$ cat src/rtl/bram_dp_be_if.sv
// Bus bundle for bram_dp_be: clear request/busy, write port and read port.
// The master modport belongs to whoever drives the RAM; the slave modport belongs to the RAM.
interface bram_dp_be_if #(
    parameter int unsigned ADDR_WIDTH = 3,
    parameter int unsigned DATA_WIDTH = 32
);
    localparam int unsigned NB = DATA_WIDTH / 8;

    logic                  i_clear;
    logic                  o_busy;
    logic                  i_we;
    logic [NB-1:0]         i_be;
    logic [ADDR_WIDTH-1:0] i_waddr;
    logic [DATA_WIDTH-1:0] i_di;
    logic                  i_re;
    logic [ADDR_WIDTH-1:0] i_raddr;
    logic [DATA_WIDTH-1:0] o_dout;
    logic                  o_dvalid;

    modport master (
        output i_clear, i_we, i_be, i_waddr, i_di, i_re, i_raddr,
        input  o_busy, o_dout, o_dvalid
    );

    modport slave (
        input  i_clear, i_we, i_be, i_waddr, i_di, i_re, i_raddr,
        output o_busy, o_dout, o_dvalid
    );
endinterface

$ cat src/rtl/bram_dp_be.sv
// Simple dual-port block RAM with byte-lane write enables, an optional output register,
// a read-valid strobe, configurable same-address collision behaviour and a zeroing engine.
module bram_dp_be #(
    parameter int unsigned ADDR_WIDTH = 3,
    parameter int unsigned DATA_WIDTH = 32,
    parameter int unsigned OUT_REG    = 0,
    parameter int unsigned BYPASS     = 1
) (
    input logic               clk,
    input logic               i_rst_n,
    bram_dp_be_if.slave       bus
);
    localparam int unsigned DEPTH = 2 ** ADDR_WIDTH;
    localparam int unsigned NB    = DATA_WIDTH / 8;
    localparam logic [ADDR_WIDTH-1:0] LastAddr = ADDR_WIDTH'(DEPTH - 1);

    typedef enum logic [0:0] {StIdle, StClear} state_e;

    state_e                state_q, state_d;
    logic [ADDR_WIDTH-1:0] cnt_q, cnt_d;
    logic                  wr_en, rd_en, clr_wr;
    logic [DATA_WIDTH-1:0] rd_word;
    logic                  s1_valid_q;
    logic [DATA_WIDTH-1:0] s1_data_q;

    logic [DATA_WIDTH-1:0] mem [DEPTH];

    // A clear request in IDLE wins over any access presented in the same cycle.
    always_comb begin
        state_d = state_q;
        cnt_d   = cnt_q;
        wr_en   = 1'b0;
        rd_en   = 1'b0;
        clr_wr  = 1'b0;
        unique case (state_q)
            StIdle: begin
                if (bus.i_clear) begin
                    state_d = StClear;
                    cnt_d   = '0;
                end else begin
                    wr_en = bus.i_we;
                    rd_en = bus.i_re;
                end
            end
            StClear: begin
                clr_wr = 1'b1;
                cnt_d  = cnt_q + 1'b1;
                if (cnt_q == LastAddr) begin
                    state_d = StIdle;
                end
            end
        endcase
    end

    always_ff @(posedge clk or negedge i_rst_n) begin
        if (!i_rst_n) begin
            state_q <= StClear;
            cnt_q   <= '0;
        end else begin
            state_q <= state_d;
            cnt_q   <= cnt_d;
        end
    end

    assign bus.o_busy = (state_q == StClear);

    // Storage has no reset; the clear engine zeroes it instead.
    always_ff @(posedge clk) begin
        if (clr_wr) begin
            mem[cnt_q] <= '0;
        end else if (wr_en) begin
            for (int unsigned k = 0; k < NB; k++) begin
                if (bus.i_be[k]) begin
                    mem[bus.i_waddr][8*k +: 8] <= bus.i_di[8*k +: 8];
                end
            end
        end
    end

    always_comb begin
        rd_word = mem[bus.i_raddr];
        if ((BYPASS != 0) && wr_en && (bus.i_waddr == bus.i_raddr)) begin
            for (int unsigned k = 0; k < NB; k++) begin
                if (bus.i_be[k]) begin
                    rd_word[8*k +: 8] = bus.i_di[8*k +: 8];
                end
            end
        end
    end

    // Data registers only load on a valid read so the output holds between reads.
    always_ff @(posedge clk or negedge i_rst_n) begin
        if (!i_rst_n) begin
            s1_valid_q <= 1'b0;
            s1_data_q  <= '0;
        end else begin
            s1_valid_q <= rd_en;
            if (rd_en) begin
                s1_data_q <= rd_word;
            end
        end
    end

    if (OUT_REG != 0) begin : g_out_reg
        logic                  s2_valid_q;
        logic [DATA_WIDTH-1:0] s2_data_q;

        always_ff @(posedge clk or negedge i_rst_n) begin
            if (!i_rst_n) begin
                s2_valid_q <= 1'b0;
                s2_data_q  <= '0;
            end else begin
                s2_valid_q <= s1_valid_q;
                if (s1_valid_q) begin
                    s2_data_q <= s1_data_q;
                end
            end
        end

        assign bus.o_dvalid = s2_valid_q;
        assign bus.o_dout   = s2_data_q;
    end else begin : g_no_out_reg
        assign bus.o_dvalid = s1_valid_q;
        assign bus.o_dout   = s1_data_q;
    end

endmodule

$ cat src/flat_wrapper.sv
// flat-port wrapper written by rule: the top's interface ports become plain ports
module bram_dp_be_flat 
#(
    parameter int unsigned ADDR_WIDTH = 3,
    parameter int unsigned DATA_WIDTH = 32,
    parameter int unsigned OUT_REG    = 0,
    parameter int unsigned BYPASS     = 1
)
  (clk, i_rst_n, bus_i_clear, bus_i_we, bus_i_be, bus_i_waddr, bus_i_di, bus_i_re, bus_i_raddr, bus_o_busy, bus_o_dout, bus_o_dvalid);
  bram_dp_be_if #(.ADDR_WIDTH(ADDR_WIDTH), .DATA_WIDTH(DATA_WIDTH)) bus_i ();
  input logic clk;
  input logic i_rst_n;
  input wire logic [$bits(bus_i.i_clear)-1:0] bus_i_clear;
  input wire logic [$bits(bus_i.i_we)-1:0] bus_i_we;
  input wire logic [$bits(bus_i.i_be)-1:0] bus_i_be;
  input wire logic [$bits(bus_i.i_waddr)-1:0] bus_i_waddr;
  input wire logic [$bits(bus_i.i_di)-1:0] bus_i_di;
  input wire logic [$bits(bus_i.i_re)-1:0] bus_i_re;
  input wire logic [$bits(bus_i.i_raddr)-1:0] bus_i_raddr;
  output wire logic [$bits(bus_i.o_busy)-1:0] bus_o_busy;
  output wire logic [$bits(bus_i.o_dout)-1:0] bus_o_dout;
  output wire logic [$bits(bus_i.o_dvalid)-1:0] bus_o_dvalid;
  assign bus_i.i_clear = bus_i_clear;
  assign bus_i.i_we = bus_i_we;
  assign bus_i.i_be = bus_i_be;
  assign bus_i.i_waddr = bus_i_waddr;
  assign bus_i.i_di = bus_i_di;
  assign bus_i.i_re = bus_i_re;
  assign bus_i.i_raddr = bus_i_raddr;
  assign bus_o_busy = bus_i.o_busy;
  assign bus_o_dout = bus_i.o_dout;
  assign bus_o_dvalid = bus_i.o_dvalid;
  bram_dp_be #(.ADDR_WIDTH(ADDR_WIDTH), .DATA_WIDTH(DATA_WIDTH), .OUT_REG(OUT_REG), .BYPASS(BYPASS)) u_core (.clk(clk), .i_rst_n(i_rst_n), .bus(bus_i));
endmodule
$ cat config.mk
export PLATFORM = sky130hd
export DESIGN_NAME = bram_dp_be_flat
export DESIGN_NICKNAME = d
export VERILOG_FILES = /design/src/rtl/bram_dp_be_if.sv /design/src/rtl/bram_dp_be.sv /design/src/flat_wrapper.sv
export SDC_FILE = /design/constraint.sdc
export NUM_CORES = 1
export LEC_CHECK = 0
export BUFFER_PORTS_ARGS = -buffer_cell sky130_fd_sc_hd__clkbuf_2
export CORE_MARGIN = 1
export CORE_UTILIZATION = 50
export DETAILED_ROUTE_END_ITERATION = 10
export GPL_TIMING_DRIVEN = 0
export PLACE_DENSITY = 0.68
export SETUP_SLACK_MARGIN = 0.3
export SYNTH_ARGS = -nofsm -noshare
export SYNTH_HDL_FRONTEND = slang
export SYNTH_SLANG_ARGS = --single-unit
$ cat constraint.sdc
create_clock -name clk -period 2.51 [get_ports clk]
set_input_delay 0.502 -clock clk [delete_from_list [all_inputs] [get_ports clk]]
set_output_delay 0.502 -clock clk [all_outputs]
set_load 0.1 [all_outputs]
# == Yosys cells after proc, flatten, opt, wreduce, memory -nomap -nowiden ==
# Memory sizes are Yosys's and may differ from the RTL's.
# Cells that the tools add are included.
# word_totals
ram_bits,256
out_inout_bits,34
n_memories,1
regBits,37
# classes
bitwise,1
n_reduce_logical,2
eq_ne,3
n_addsub,1
muxes,36
# mem_list
memory,depth,word_bits,read_ports,rd_clocked_by_memory_dff,wr,line_no,text
u_core.mem,8,32,1,0,1,bram_dp_be.sv:26,logic [DATA_WIDTH-1:0] mem [DEPTH];
# op_table
cell,count
$mux W32,2
$mux W8,4
$reduce_or A32 Y1,1
$mux W1,25
$mux W3,2
$pmux W3 S2,1
$mux W4,1
$add A3 B1 Y3 const B,1
$eq A3 B3 Y1,1
$eq A3 B3 Y1 const B,1
$ne A2 B2 Y1 const B,1
$pmux W1 S2,1
$logic_and A1 B1 Y1,1
$not A1 Y1,1

# == Logic depth before layout (Yosys ltp) ==
# Gate-level depths: netlist of run 1.
# depth
depth_word,7
depth_mapped,7
depth_no_buf,5

# == Worst setup path before layout of run 1 ==
# Ideal clock, no wire load.
# synth_timing
kind,register -> register
from,reg u_core.state_q (netlist: u_core.bus.o_busy)
to,"mem u_core.mem[6][10], enable pin"
stages_incl_launch_ff,7
synth_period_minus_slack_ns,2.471
arrival_ns,2.101
slack_ns,0.039
required_ns,2.140
path_cell_list,dfstp_2 -> buf_2 -> nor3b_2 -> o41a_1 -> buf_2 -> mux2i_1 -> nor2_1
# synth_via
elab_chain_len,6
word_cells_on_any_way,19
# synth_rtl
element,line_no,text
"start, declared",bram_dp_be.sv:19,"state_e state_q, state_d;"
"start signal, assigned",bram_dp_be.sv:57,state_q <= StClear;
"start signal, assigned",bram_dp_be.sv:60,state_q <= state_d;
$mux W1,bram_dp_be.sv:35,unique case (state_q)
$mux W1,bram_dp_be.sv:71,end else if (wr_en) begin
$mux W1,bram_dp_be.sv:69,if (clr_wr) begin
$mux W1 (not written as such),bram_dp_be.sv:74,mem[bus.i_waddr][8*k +: 8] <= bus.i_di[8*k +: 8];
$reduce_or A32 Y1 (no source line),-,
$mux W3 (no source line) / $mux W4 (equally long branches),-,
"end, declared",bram_dp_be.sv:26,
# Several ways; a longest one is shown, not always the timed one.

# == Final worst setup path of run 1 ==
# layout_timing
from,reg u_core.state_q (netlist: u_core.bus.o_busy)
to,"mem u_core.mem[5][6], enable pin"
# The elaborated chain is that of the path after synthesis.

==> results of run 1 <==
-- critical path: cells and delay by family (launching register included) --
kind                   cells  cell delay (ns)
flip-flops                 1             0.48
multiplexers               1             0.45
buffers and inverters      3             0.43
AND/OR/NAND/NOR            2             0.41
AO/OA/AOI/OAI              1             0.23
-- flip-flops by register name (all words and copies together), names as in the netlist --
| name | count |
|---|---|
| u_core.bus.o_dvalid | 1 |
| u_core.bus.o_dout | 32 |
| u_core.mem | 256 |
| u_core.bus.o_busy | 1 |
| u_core.cnt_q | 3 |
-- what timing repair did --
item	in CTS	in global routing
resized for setup	66	21
hold buffers	0	0
buffers inserted	36	10
cloned	1	0
pin swaps	15	12
endpoints found under the setup margin	485	430
-- cell type report --
| cell class | count | area, um^2 |
|---|---|---|
| clock inverters | 16 | 168 |
| inverters | 5 | 18.8 |
| well taps | 319 | 399 |
| diodes | 2 | 5.00 |
| repair buffers | 122 | 1060 |
| plain buffers | 46 | 274 |
| clock buffers | 40 | 850 |
| fillers | 1594 | 8630 |
| multi-input cells | 334 | 3520 |
| flip-flops and latches | 293 | 8620 |
-- placed cells by master (no fill, tap or decap), drive strengths merged, types with 4 or more instances in the layout --
| master | netlist | routed |
|---|---|---|
| a21oi | 37 | 37 |
| nor2 | 35 | 35 |
| mux2 | 35 | 35 |
| dfrtp | 36 | 36 |
| nand2 | 35 | 35 |
| o21ai | 32 | 32 |
| mux4 | 64 | 64 |
| buf | 21 | 66 |
| and2 | 32 | 32 |
| o31ai | 32 | 32 |
| nor3b | 7 | 7 |
| edfxtp | 256 | 256 |
| mux2i | 6 | 6 |
| clkinvlp | 0 | 4 |
| inv | 5 | 6 |
| clkbuf | 25 | 142 |
| clkinv | 0 | 8 |
-- layer usage --
| metal | GRT usage | vias up | part of all wire |
|---|---|---|---|
| met5 | 0 | - | 0.00042 |
| met4 | 0.102 | 2 | 0.036 |
| met3 | 0.0358 | 78 | 0.068 |
| met2 | 0.389 | 311 | 0.49 |
| met1 | 0.320 | 3581 | 0.40 |
| li1 | - | 3008 | - |
-- through the flow --
step / instances / hold WS (ns) / util / area (um^2) / worst slack (ns)
4_1_cts: 1165 / 0.176 / 0.625 / 14700 / 0.275
2_1_floorplan: 678 / 0.206 / - / 12100 / 0.209
5_1_grt: 1176 / 0.215 / 0.633 / 14900 / 0.180
3_5_place_dp: 1072 / 0.475 / 0.548 / 12900 / -0.318
6_report: 1177 / 0.162 / 0.633 / 14900 / 0.210
3_3_place_gp: 1072 / 0.468 / 0.548 / 12900 / -0.240
-- power groups by stage --
stage / logic (mW) / clock network [mW] / registers, mW
after floorplan: 1.94 / 0 / 9.27
after global placement: 4.98 / 0 / 7.34
after detailed placement: 5.07 / 0 / 7.45
after CTS: 6.01 / 4.54 / 7.34
after global routing: 6.60 / 4.74 / 7.44
final: 6.33 / 4.49 / 7.34
-- worst max path at each step --
stage / from / to / slack [ns] / cells after the start
detailed placement: bus_i_be[3] / u_core.mem[7][26]$_DFFE_PP_ / -0.32 / 4
global placement: bus_i_be[0] / u_core.mem[5][5]$_DFFE_PP_ / -0.24 / 4
finish: u_core.bus.o_busy$_DFF_PN1_ / u_core.mem[5][6]$_DFFE_PP_ / 0.21 / 7
global route: u_core.bus.o_busy$_DFF_PN1_ / u_core.mem[5][6]$_DFFE_PP_ / 0.18 / 7
CTS: u_core.bus.o_busy$_DFF_PN1_ / u_core.mem[5][11]$_DFFE_PP_ / 0.27 / 6
floorplan: u_core.bus.o_busy$_DFF_PN1_ / u_core.mem[7][10]$_DFFE_PP_ / 0.21 / 5
-- logic make-up (layout without fill, tap and decap cells) --
kind of cell / Yosys count / in the layout / synth area share
adders and majority gates: 2 / 2 / 0.00208
xor gates and xnor gates: 3 / 3 / 0.00218
and+or+nand+nor: 120 / 120 / 0.0494
buffers and inverters: 51 / 229 / 0.0210
muxes: 105 / 105 / 0.158
AOI/OAI and AO/OA: 104 / 104 / 0.0514
other: 0 / 2 / 0
DFF: 293 / 293 / 0.716
==> summary.md, run 1 <==
| Metric | Value |
|---|---|
| Maxcap violations | 0 |
| Syn nets | 727 |
| Synth Instances | 678 |
| RSZ-0062 raised after global routing | yes |
| Hold Vio Cnt, Final | 0 |
| Num rows | 56 |
| CP Launch Type | flop |
| First-pass GRT wire length | 42100 um |
| CP cell instances | buf_8, nor3b_4, o41a_1, buf_6, mux2_2, nor2_4, buf_12 |
| Antenna Nets Post-Route | 0 |
| Final Skew | 0.0249 ns |
| Routability congestion estimate | 0.816 |
| Peak VDD IR | 0.809 mV |
| Yosys reg bits | 293 |
| Initial antenna violation count | 3 |
| Layout Nets | 881 |
| Logic pwr share | 0.348 |
| Dpl hpwl | 17600 um |
| Critical-path top delay cell | dfstp_4 |
| Routed vias | 6980 |
| Worst flop-to-flop path endpoint | u_core.mem[5][6]$_DFFE_PP_ |
| Top cells by area, synth | edfxtp_1 (64%), mux4_2 (12%), dfrtp_1 (7.5%) |
| Setup violators final | 0 |
| P_leak | 5.28 nW |
| Io pins | 81 |
| Max clock buf depth | 3 |
| P_sw | 6.59 mW |
| Final cycle utilization of the critical path | 0.916 |
| Number of global-route vias before repair | 7071 |
| Cell-internal power | 11.6 mW |
| Leading area contributor after synthesis | edfxtp_1 |
| Pwr/cell area | 1220 nW/um^2 |
| Outcome | complete, no violations |
| Slew Viols, Final | 0 |
| Area grow syn2layout | 23.9% |
| Sink Count | 293 |
| Total Power | 18.2 mW |
| Sequential area share after synthesis | 0.716 |
| Clk slew on worst S/H paths | 0.07 ns |
| Starting DRT DRC Count | 651 |
| Reg2reg start | u_core.bus.o_busy$_DFF_PN1_ |
| CP peak stage delay | 0.48 ns |
| Max-slew headroom | 0.226 |
| Drt wl/cell | 24.3 um |
| Setup TNS | 0 ns |
| Worst Path Required | 2.76 ns |
| Remaining global-route overflow | 0 |
| Worst-Margin Slew | 1.16 ns |
| Largest net degree at the start of global routing | 38 |
| Top cell type's share of synthesized area | 0.639 |
| Gr usage total | 0.238 |
| Tmin final | 2.30 ns |
| CP Class | reg -> reg |
| Post-Syn Area | 12000 um^2 |
| Via density | 5.93 |
| R2R Setup Slk | 0.21 ns |
| Die area | 24700 um^2 |
| Top cell types by occurrence after synthesis | edfxtp_1 (256), mux4_2 (62), a21oi_1 (36), dfrtp_1 (36) |
| Async S/R FF share, synth | 0.126 |
| DR pass1 iterations | 4 |
| Worst R2R Path Depth | 7 |
| Fmax | 435 MHz |
| Worst EP arrival | 2.55 ns |
| Avg Synthesized Cell Area | 17.7 um^2 |
| Layout cells sized above 1 | 0.405 |
| CP Max Fanout | 8 |
| Top_reg_cell synth | edfxtp_1 |
| Synth warn | 0 |
| H-tree depth | 1 |
| Core box area | 23500 um^2 |
| Width of the die | 157 um |
| Worst hold path class | in -> async |
| Worst setup EP type | flop |
| Die H | 157 um |
| Root Driver | clkbuf_16 |
| Inserted Clock Buffers | 30 |
| Count leader, synth | edfxtp_1 |
| Number of flops mapped to enable cells by yosys | 256 |
| Count of cell types in the netlist | 33 |
| Worst-skew pair later-pin latency | 0.56 ns |
| Port bufs | 75 |
| Post-route DRC violation count | 0 |
| WL final | 28600 um |
| Share of total power in the clock network | 0.247 |
| CTS tree | built |
| Switching fraction of total power | 0.363 |
| Part of the power in registers | 0.404 |
| Starting density of the core | 0.511 |
No activity file was read; power rests on OpenSTA's default activity.
==> inputs of run 2 (changes only) <==
--- a/config.mk
+++ b/config.mk
@@ -10,7 +10,7 @@
 export CORE_UTILIZATION = 50
 export DETAILED_ROUTE_END_ITERATION = 10
 export GPL_TIMING_DRIVEN = 0
-export PLACE_DENSITY = 0.68
+export PLACE_DENSITY = 0.76
 export SETUP_SLACK_MARGIN = 0.3
 export SYNTH_ARGS = -nofsm -noshare
 export SYNTH_HDL_FRONTEND = slang
==> summary.md, run 2 (synthesis gave the netlist of run 1 again) <==
| Metric | Value |
|---|---|
| Width of the die | 157 um (unchanged) |
| CTS tree | built (unchanged) |
| Port bufs | 75 (unchanged) |
| Dpl hpwl | 17700 um (was 17600 um) |
| Worst setup EP type | flop (unchanged) |
| Routability congestion estimate | 0.823 (was 0.816) |
| Die area | 24700 um^2 (unchanged) |
| Layout Nets | 871 (was 881) |
| Reg2reg start | u_core.bus.o_busy$_DFF_PN1_ (unchanged) |
| Layout cells sized above 1 | 0.393 (was 0.405) |
| Num rows | 56 (unchanged) |
| Switching fraction of total power | 0.369 (was 0.363) |
| Peak VDD IR | 1.05 mV (was 0.809 mV) |
| Logic pwr share | 0.347 (was 0.348) |
| Routed vias | 7027 (was 6980) |
| Cell-internal power | 11.0 mW (was 11.6 mW) |
| Worst hold path class | in -> async (unchanged) |
| Drt wl/cell | 25.0 um (was 24.3 um) |
| CP Class | reg -> reg (unchanged) |
| CP Max Fanout | 8 (unchanged) |
| Starting DRT DRC Count | 708 (was 651) |
| Slew Viols, Final | 0 (unchanged) |
| Post-route DRC violation count | 0 (unchanged) |
| Worst EP arrival | 2.52 ns (was 2.55 ns) |
| Clk slew on worst S/H paths | 0.07 ns (about the same) |
| Largest net degree at the start of global routing | 38 (unchanged) |
| DR pass1 iterations | 6 (was 4) |
| RSZ-0062 raised after global routing | yes (unchanged) |
| H-tree depth | 1 (unchanged) |
| CP peak stage delay | 0.48 ns (about the same) |
| Antenna Nets Post-Route | 0 (unchanged) |
| Pwr/cell area | 1200 nW/um^2 (was 1220 nW/um^2) |
| Die H | 157 um (unchanged) |
| CP cell instances | buf_8, nor3b_4, o41a_1, buf_6, buf_12, mux2i_4, buf_4, nor2_4 (was buf_8, nor3b_4, o41a_1, buf_6, mux2_2, nor2_4, buf_12) |
| Final Skew | 0.0222 ns (was 0.0249 ns) |
| Inserted Clock Buffers | 28 (was 30) |
| P_leak | 5.15 nW (was 5.28 nW) |
| Worst flop-to-flop path endpoint | u_core.mem[3][15]$_DFFE_PP_ (was u_core.mem[5][6]$_DFFE_PP_) |
| Fmax | 437 MHz (was 435 MHz) |
| Worst Path Required | 2.74 ns (was 2.76 ns) |
| Initial antenna violation count | 3 (unchanged) |
| Number of global-route vias before repair | 7189 (was 7071) |
| Root Driver | clkbuf_16 (unchanged) |
| Sink Count | 293 (unchanged) |
| Most frequent cells in the layout | edfxtp_1 (256), clkbuf_2 (81), mux4_2 (62) (was edfxtp_1 (256), clkbuf_2 (85), mux4_2 (62)) |
| Via density | 6.04 (was 5.93) |
| Core box area | 23500 um^2 (unchanged) |
| Remaining global-route overflow | 0 (unchanged) |
| Number of fill cells | 1621 (was 1594) |
| Gr usage total | 0.241 (was 0.238) |
| Final cycle utilization of the critical path | 0.912 (was 0.916) |
| P_sw | 6.44 mW (was 6.59 mW) |
| Critical-path top delay cell | dfstp_4 (unchanged) |
| Outcome | complete, no violations (unchanged) |
| Final core occ | 0.620 (was 0.633) |
| Crit. Startpoint | u_core.bus.o_busy$_DFF_PN1_ (unchanged) |
| WL final | 29100 um (was 28600 um) |
| Worst-skew pair later-pin latency | 0.55 ns (was 0.56 ns) |
| Tmin final | 2.29 ns (was 2.30 ns) |
| Hold Vio Cnt, Final | 0 (unchanged) |
| Biggest register | u_core.mem (unchanged) |
| Setup violators final | 0 (unchanged) |
| Starting density of the core | 0.511 (unchanged) |
| Most common cell after layout, fill and taps aside | edfxtp_1 (unchanged) |
| Area grow syn2layout | 21.3% (was 23.9%) |
| Max FFs per register | 256 (unchanged) |
| CP Launch Type | flop (unchanged) |
| Worst hold slack | 0.198 ns (was 0.162 ns) |
| Part of the power in registers | 0.420 (was 0.404) |
| Max clock buf depth | 3 (unchanged) |
| Max-slew headroom | 0.216 (was 0.226) |
| CTS hold repair buffers | 0 (unchanged) |
| Worst-Margin Slew | 1.18 ns (was 1.16 ns) |
| First-pass GRT wire length | 42800 um (was 42100 um) |
| Worst R2R Path Depth | 8 (was 7) |
| R2R Setup Slk | 0.22 ns (was 0.21 ns) |
| Io pins | 81 (unchanged) |
| Share of total power in the clock network | 0.233 (was 0.247) |
| Maxcap violations | 0 (unchanged) |
[run 2: cell types whose count changed in the layout (fill, tap and decap cells not counted), sizes merged]
cell,delta
clkinv,-1
inv,-1
bufinv,-3
clkinvlp,-3
clkbuf,-1
buf,-5
[run 2: per-layer routing]
layer	track usage	up-vias	wire length, um
met2	0.396	363	14300
met5	0	-	13
li1	-	2980	-
met4	0.0971	2	1040
met3	0.0432	83	2390
met1	0.321	3599	11400
[run 2: worst max-delay path by stage]
stage	to	slack, ns	depth (start not counted)
floorplan	u_core.mem[7][10]$_DFFE_PP_	0.21	5
global placement	u_core.mem[7][3]$_DFFE_PP_	-0.19	4
detailed placement	u_core.mem[5][4]$_DFFE_PP_	-0.37	4
CTS	u_core.mem[0][7]$_DFFE_PP_	0.28	8
global route	u_core.mem[3][29]$_DFFE_PP_	0.18	7
finish	u_core.mem[3][15]$_DFFE_PP_	0.22	8
[run 2: critical path: cells and delay by family, from the launching register on]
| kind | cells | cell delay (ns) |
|---|---|---|
| AO/OA/AOI/OAI | 1 | 0.23 |
| buffers and inverters | 4 | 0.63 |
| flip-flops | 1 | 0.48 |
| multiplexers | 1 | 0.33 |
| AND/OR/NAND/NOR | 2 | 0.28 |
[run 2: power groups by stage]
stage               clock [mW]  sequential (mW)  combinational (mW)
finish                    4.07             7.34                6.06
global route              4.31             7.44                6.34
CTS                       4.10             7.33                5.78
detailed placement           0             7.43                5.04
global placement             0             7.34                4.99
floorplan                    0             9.27                1.94
[run 2: repair_timing]
item                                    in CTS  in global routing
gates cloned                                 1                  0
gates resized for setup                     66                 20
pin swaps                                    9                 10
endpoints found under the setup margin     509                414
buffers inserted                            31                  7
[run 2: per-stage QoR]
stage / total power, mW / setup WS (ns) / instances / area, um^2 / TNS, ns
after floorplan: 11.2 / 0.209 / 678 / 12100 / 0
after global placement: 12.3 / -0.193 / 1072 / 12900 / -17.77
after detailed placement: 12.5 / -0.366 / 1072 / 12900 / -29.28
after CTS: 17.2 / 0.283 / 1154 / 14400 / 0
after global routing: 18.1 / 0.180 / 1163 / 14600 / 0
final: 17.5 / 0.222 / 1163 / 14600 / 0
[run 2: final cells by class]
class / count / area [um^2] / area share
diodes: 2 / 5.00 / 0.000343
plain buffers: 46 / 272 / 0.0186
clock buffers: 42 / 855 / 0.0586
clock inverters: 8 / 41.3 / 0.00283
inverters: 5 / 18.8 / 0.00129
multi-input cells: 334 / 3510 / 0.240
flip-flops and latches: 293 / 8620 / 0.591
well taps: 319 / 399 / 0.0273
repair buffers: 114 / 880 / 0.0603
==> inputs of run 3 (changes only) <==
--- a/config.mk
+++ b/config.mk
@@ -7,10 +7,10 @@
 export LEC_CHECK = 0
 export BUFFER_PORTS_ARGS = -buffer_cell sky130_fd_sc_hd__clkbuf_2
 export CORE_MARGIN = 1
-export CORE_UTILIZATION = 50
+export CORE_UTILIZATION = 25
 export DETAILED_ROUTE_END_ITERATION = 10
 export GPL_TIMING_DRIVEN = 0
-export PLACE_DENSITY = 0.76
+export PLACE_DENSITY = 0.48
 export SETUP_SLACK_MARGIN = 0.3
 export SYNTH_ARGS = -nofsm -noshare
 export SYNTH_HDL_FRONTEND = slang
==> summary.md, run 3 (synthesis gave the netlist of run 1 again) <==
| Metric | Value |
|---|---|
| Maxcap violations | 0 (unchanged) |
| CP Max Fanout | 8 (unchanged) |
| Root Driver | clkbuf_16 (unchanged) |
| Layout cells sized above 1 | 0.404 (was 0.393) |
| Outcome | complete, no violations (unchanged) |
| Routed vias | 6849 (was 7027) |
| CTS tree | built (unchanged) |
| Final cycle utilization of the critical path | 0.899 (was 0.912) |
| Most frequent cells in the layout | edfxtp_1 (256), clkbuf_2 (82), mux4_2 (62) (was edfxtp_1 (256), clkbuf_2 (81), mux4_2 (62)) |
| DR pass1 iterations | 4 (was 6) |
| Worst-Margin Slew | 1.31 ns (was 1.18 ns) |
| Hold Vio Cnt, Final | 0 (unchanged) |
| Gr usage total | 0.133 (was 0.241) |
| Max FFs per register | 256 (unchanged) |
| Tmin final | 2.26 ns (was 2.29 ns) |
| Width of the die | 221 um (was 157 um) |
| Starting DRT DRC Count | 568 (was 708) |
| CP Launch Type | flop (unchanged) |
| Worst-skew pair later-pin latency | 0.50 ns (was 0.55 ns) |
| First-pass GRT wire length | 48100 um (was 42800 um) |
| Final worst slack | 0.253 ns (was 0.222 ns) |
| Total Power | 18.8 mW (was 17.5 mW) |
| Core box area | 47600 um^2 (was 23500 um^2) |
| Remaining global-route overflow | 0 (unchanged) |
| Number of global-route vias before repair | 7081 (was 7189) |
| Drt wl/cell | 22.0 um (was 25.0 um) |
| Routability congestion estimate | 0.722 (was 0.823) |
| Peak VDD IR | 0.496 mV (was 1.05 mV) |
| Max clock buf depth | 3 (unchanged) |
| Clk slew on worst S/H paths | 0.06 ns (was 0.07 ns) |
| Io pins | 81 (unchanged) |
| M3 GR Usage | 0.0291 (was 0.0432) |
| Worst hold path class | in -> async (unchanged) |
| Largest net degree at the start of global routing | 38 (unchanged) |
| Antenna Nets Post-Route | 0 (unchanged) |
| Most Crowded Layer GR | met2 (unchanged) |
| CTS hold repair buffers | 0 (unchanged) |
| CP Class | reg -> reg (unchanged) |
| Number of fill cells | 4545 (was 1621) |
| Dpl hpwl | 20700 um (was 17700 um) |
| Most common cell after layout, fill and taps aside | edfxtp_1 (unchanged) |
| RSZ-0062 raised after global routing | yes (unchanged) |
| Area grow syn2layout | 29.3% (was 21.3%) |
| Worst EP arrival | 2.51 ns (was 2.52 ns) |
| Biggest register | u_core.mem (unchanged) |
| Layout Nets | 897 (was 871) |
| Max-slew headroom | 0.126 (was 0.216) |
| WL final | 32700 um (was 29100 um) |
| Post-route DRC violation count | 0 (unchanged) |
| Setup violators final | 0 (unchanged) |
| Grt met2 use | 0.216 (was 0.396) |
| Slew Viols, Final | 0 (unchanged) |
| Worst Path Required | 2.76 ns (was 2.74 ns) |
| Final Skew | 0.0165 ns (was 0.0222 ns) |
| Num rows | 80 (was 56) |
| GRT met1 Usage | 0.180 (was 0.321) |
| Worst R2R Path Depth | 9 (was 8) |
| Fmax | 443 MHz (was 437 MHz) |
| P_leak | 5.40 nW (was 5.15 nW) |
| Worst setup EP type | flop (unchanged) |
| Worst slack, placed | -0.440 ns (was -0.366 ns) |
| H-tree depth | 2 (was 1) |
| Inserted Clock Buffers | 34 (was 28) |
| Die area | 49000 um^2 (was 24700 um^2) |
| Via density | 4.60 (was 6.04) |
| Final core occ | 0.326 (was 0.620) |
| Worst hold slack | 0.265 ns (was 0.198 ns) |
| Starting density of the core | 0.253 (was 0.511) |
| Port bufs | 75 (unchanged) |
| Pwr/cell area | 1210 nW/um^2 (was 1200 nW/um^2) |
| Sink Count | 293 (unchanged) |
| Die H | 221 um (was 157 um) |
| Initial antenna violation count | 4 (was 3) |
[run 3: changes by cell type in the layout (fill, tap and decap cells not counted), sizes merged]
| cell | delta |
|---|---|
| clkbuf | +7 |
| clkinvlp | -1 |
| bufinv | +2 |
| buf | +20 |
| inv | +1 |
[run 3: through the flow]
step	setup TNS, ns	cell area, um^2	cells
6_report	0	15600	1488
5_1_grt	0	15600	1487
4_1_cts	0	15300	1473
3_5_place_dp	-112.49	13300	1368
3_3_place_gp	-105.76	13300	1368
2_1_floorplan	0	12100	678
[run 3: cell type report]
type / instances / area [um^2] / area share
plain buffers: 46 / 277 / 0.0178
well taps: 615 / 769 / 0.0495
flip-flops and latches: 293 / 8620 / 0.554
clock inverters: 10 / 97.6 / 0.00627
diodes: 2 / 5.00 / 0.000322
repair buffers: 134 / 1280 / 0.0825
clock buffers: 49 / 978 / 0.0629
multi-input cells: 334 / 3510 / 0.226
inverters: 5 / 18.8 / 0.00121
[run 3: metal layers]
layer | vias up | routed length [um]
met3 | 43 | 1720
met2 | 174 | 15900
met1 | 3586 | 14500
met4 | 2 | 563
li1 | 3044 | -
met5 | - | 12
[run 3: final timing paths]
path | to | start | slack, ns
min reg2reg | u_core.bus.o_dout[30]$_DFFE_PN0P_ | u_core.bus.o_dout[30]$_DFFE_PN0P_ | 0.49
max reg2reg | u_core.mem[4][9]$_DFFE_PP_ | u_core.bus.o_busy$_DFF_PN1_ | 0.25
min | u_core.bus.o_dout[16]$_DFFE_PN0P_ | i_rst_n | 0.26
min in group clk | u_core.bus.o_dout[27]$_DFFE_PN0P_ | bus_i_di[27] | 0.29
max | u_core.mem[4][9]$_DFFE_PP_ | u_core.bus.o_busy$_DFF_PN1_ | 0.25
max in group asynchronous | u_core.bus.o_dout[31]$_DFFE_PN0P_ | i_rst_n | 1.42
[run 3: what timing repair did]
action | in CTS | in global routing
gates cloned | 1 | 0
endpoints found under the setup margin | 526 | 299
pin swaps | 25 | 19
gates resized for setup | 69 | 20
setup buffers | 45 | 13
[run 3: worst max-delay path, stage by stage (launching register included)]
cell and delay (ns):
dfstp_4 0.47, buf_8 0.13, nor3b_4 0.21, o41a_1 0.19, buf_6 0.16, buf_12 0.15
mux2i_4 0.32, buf_6 0.15, nor2_4 0.04, buf_12 0.19
[run 3: power breakdown]
part           switching (mW)  internal [mW]
clock network            1.86           2.90
registers               0.398           6.91
logic                    4.49           2.26
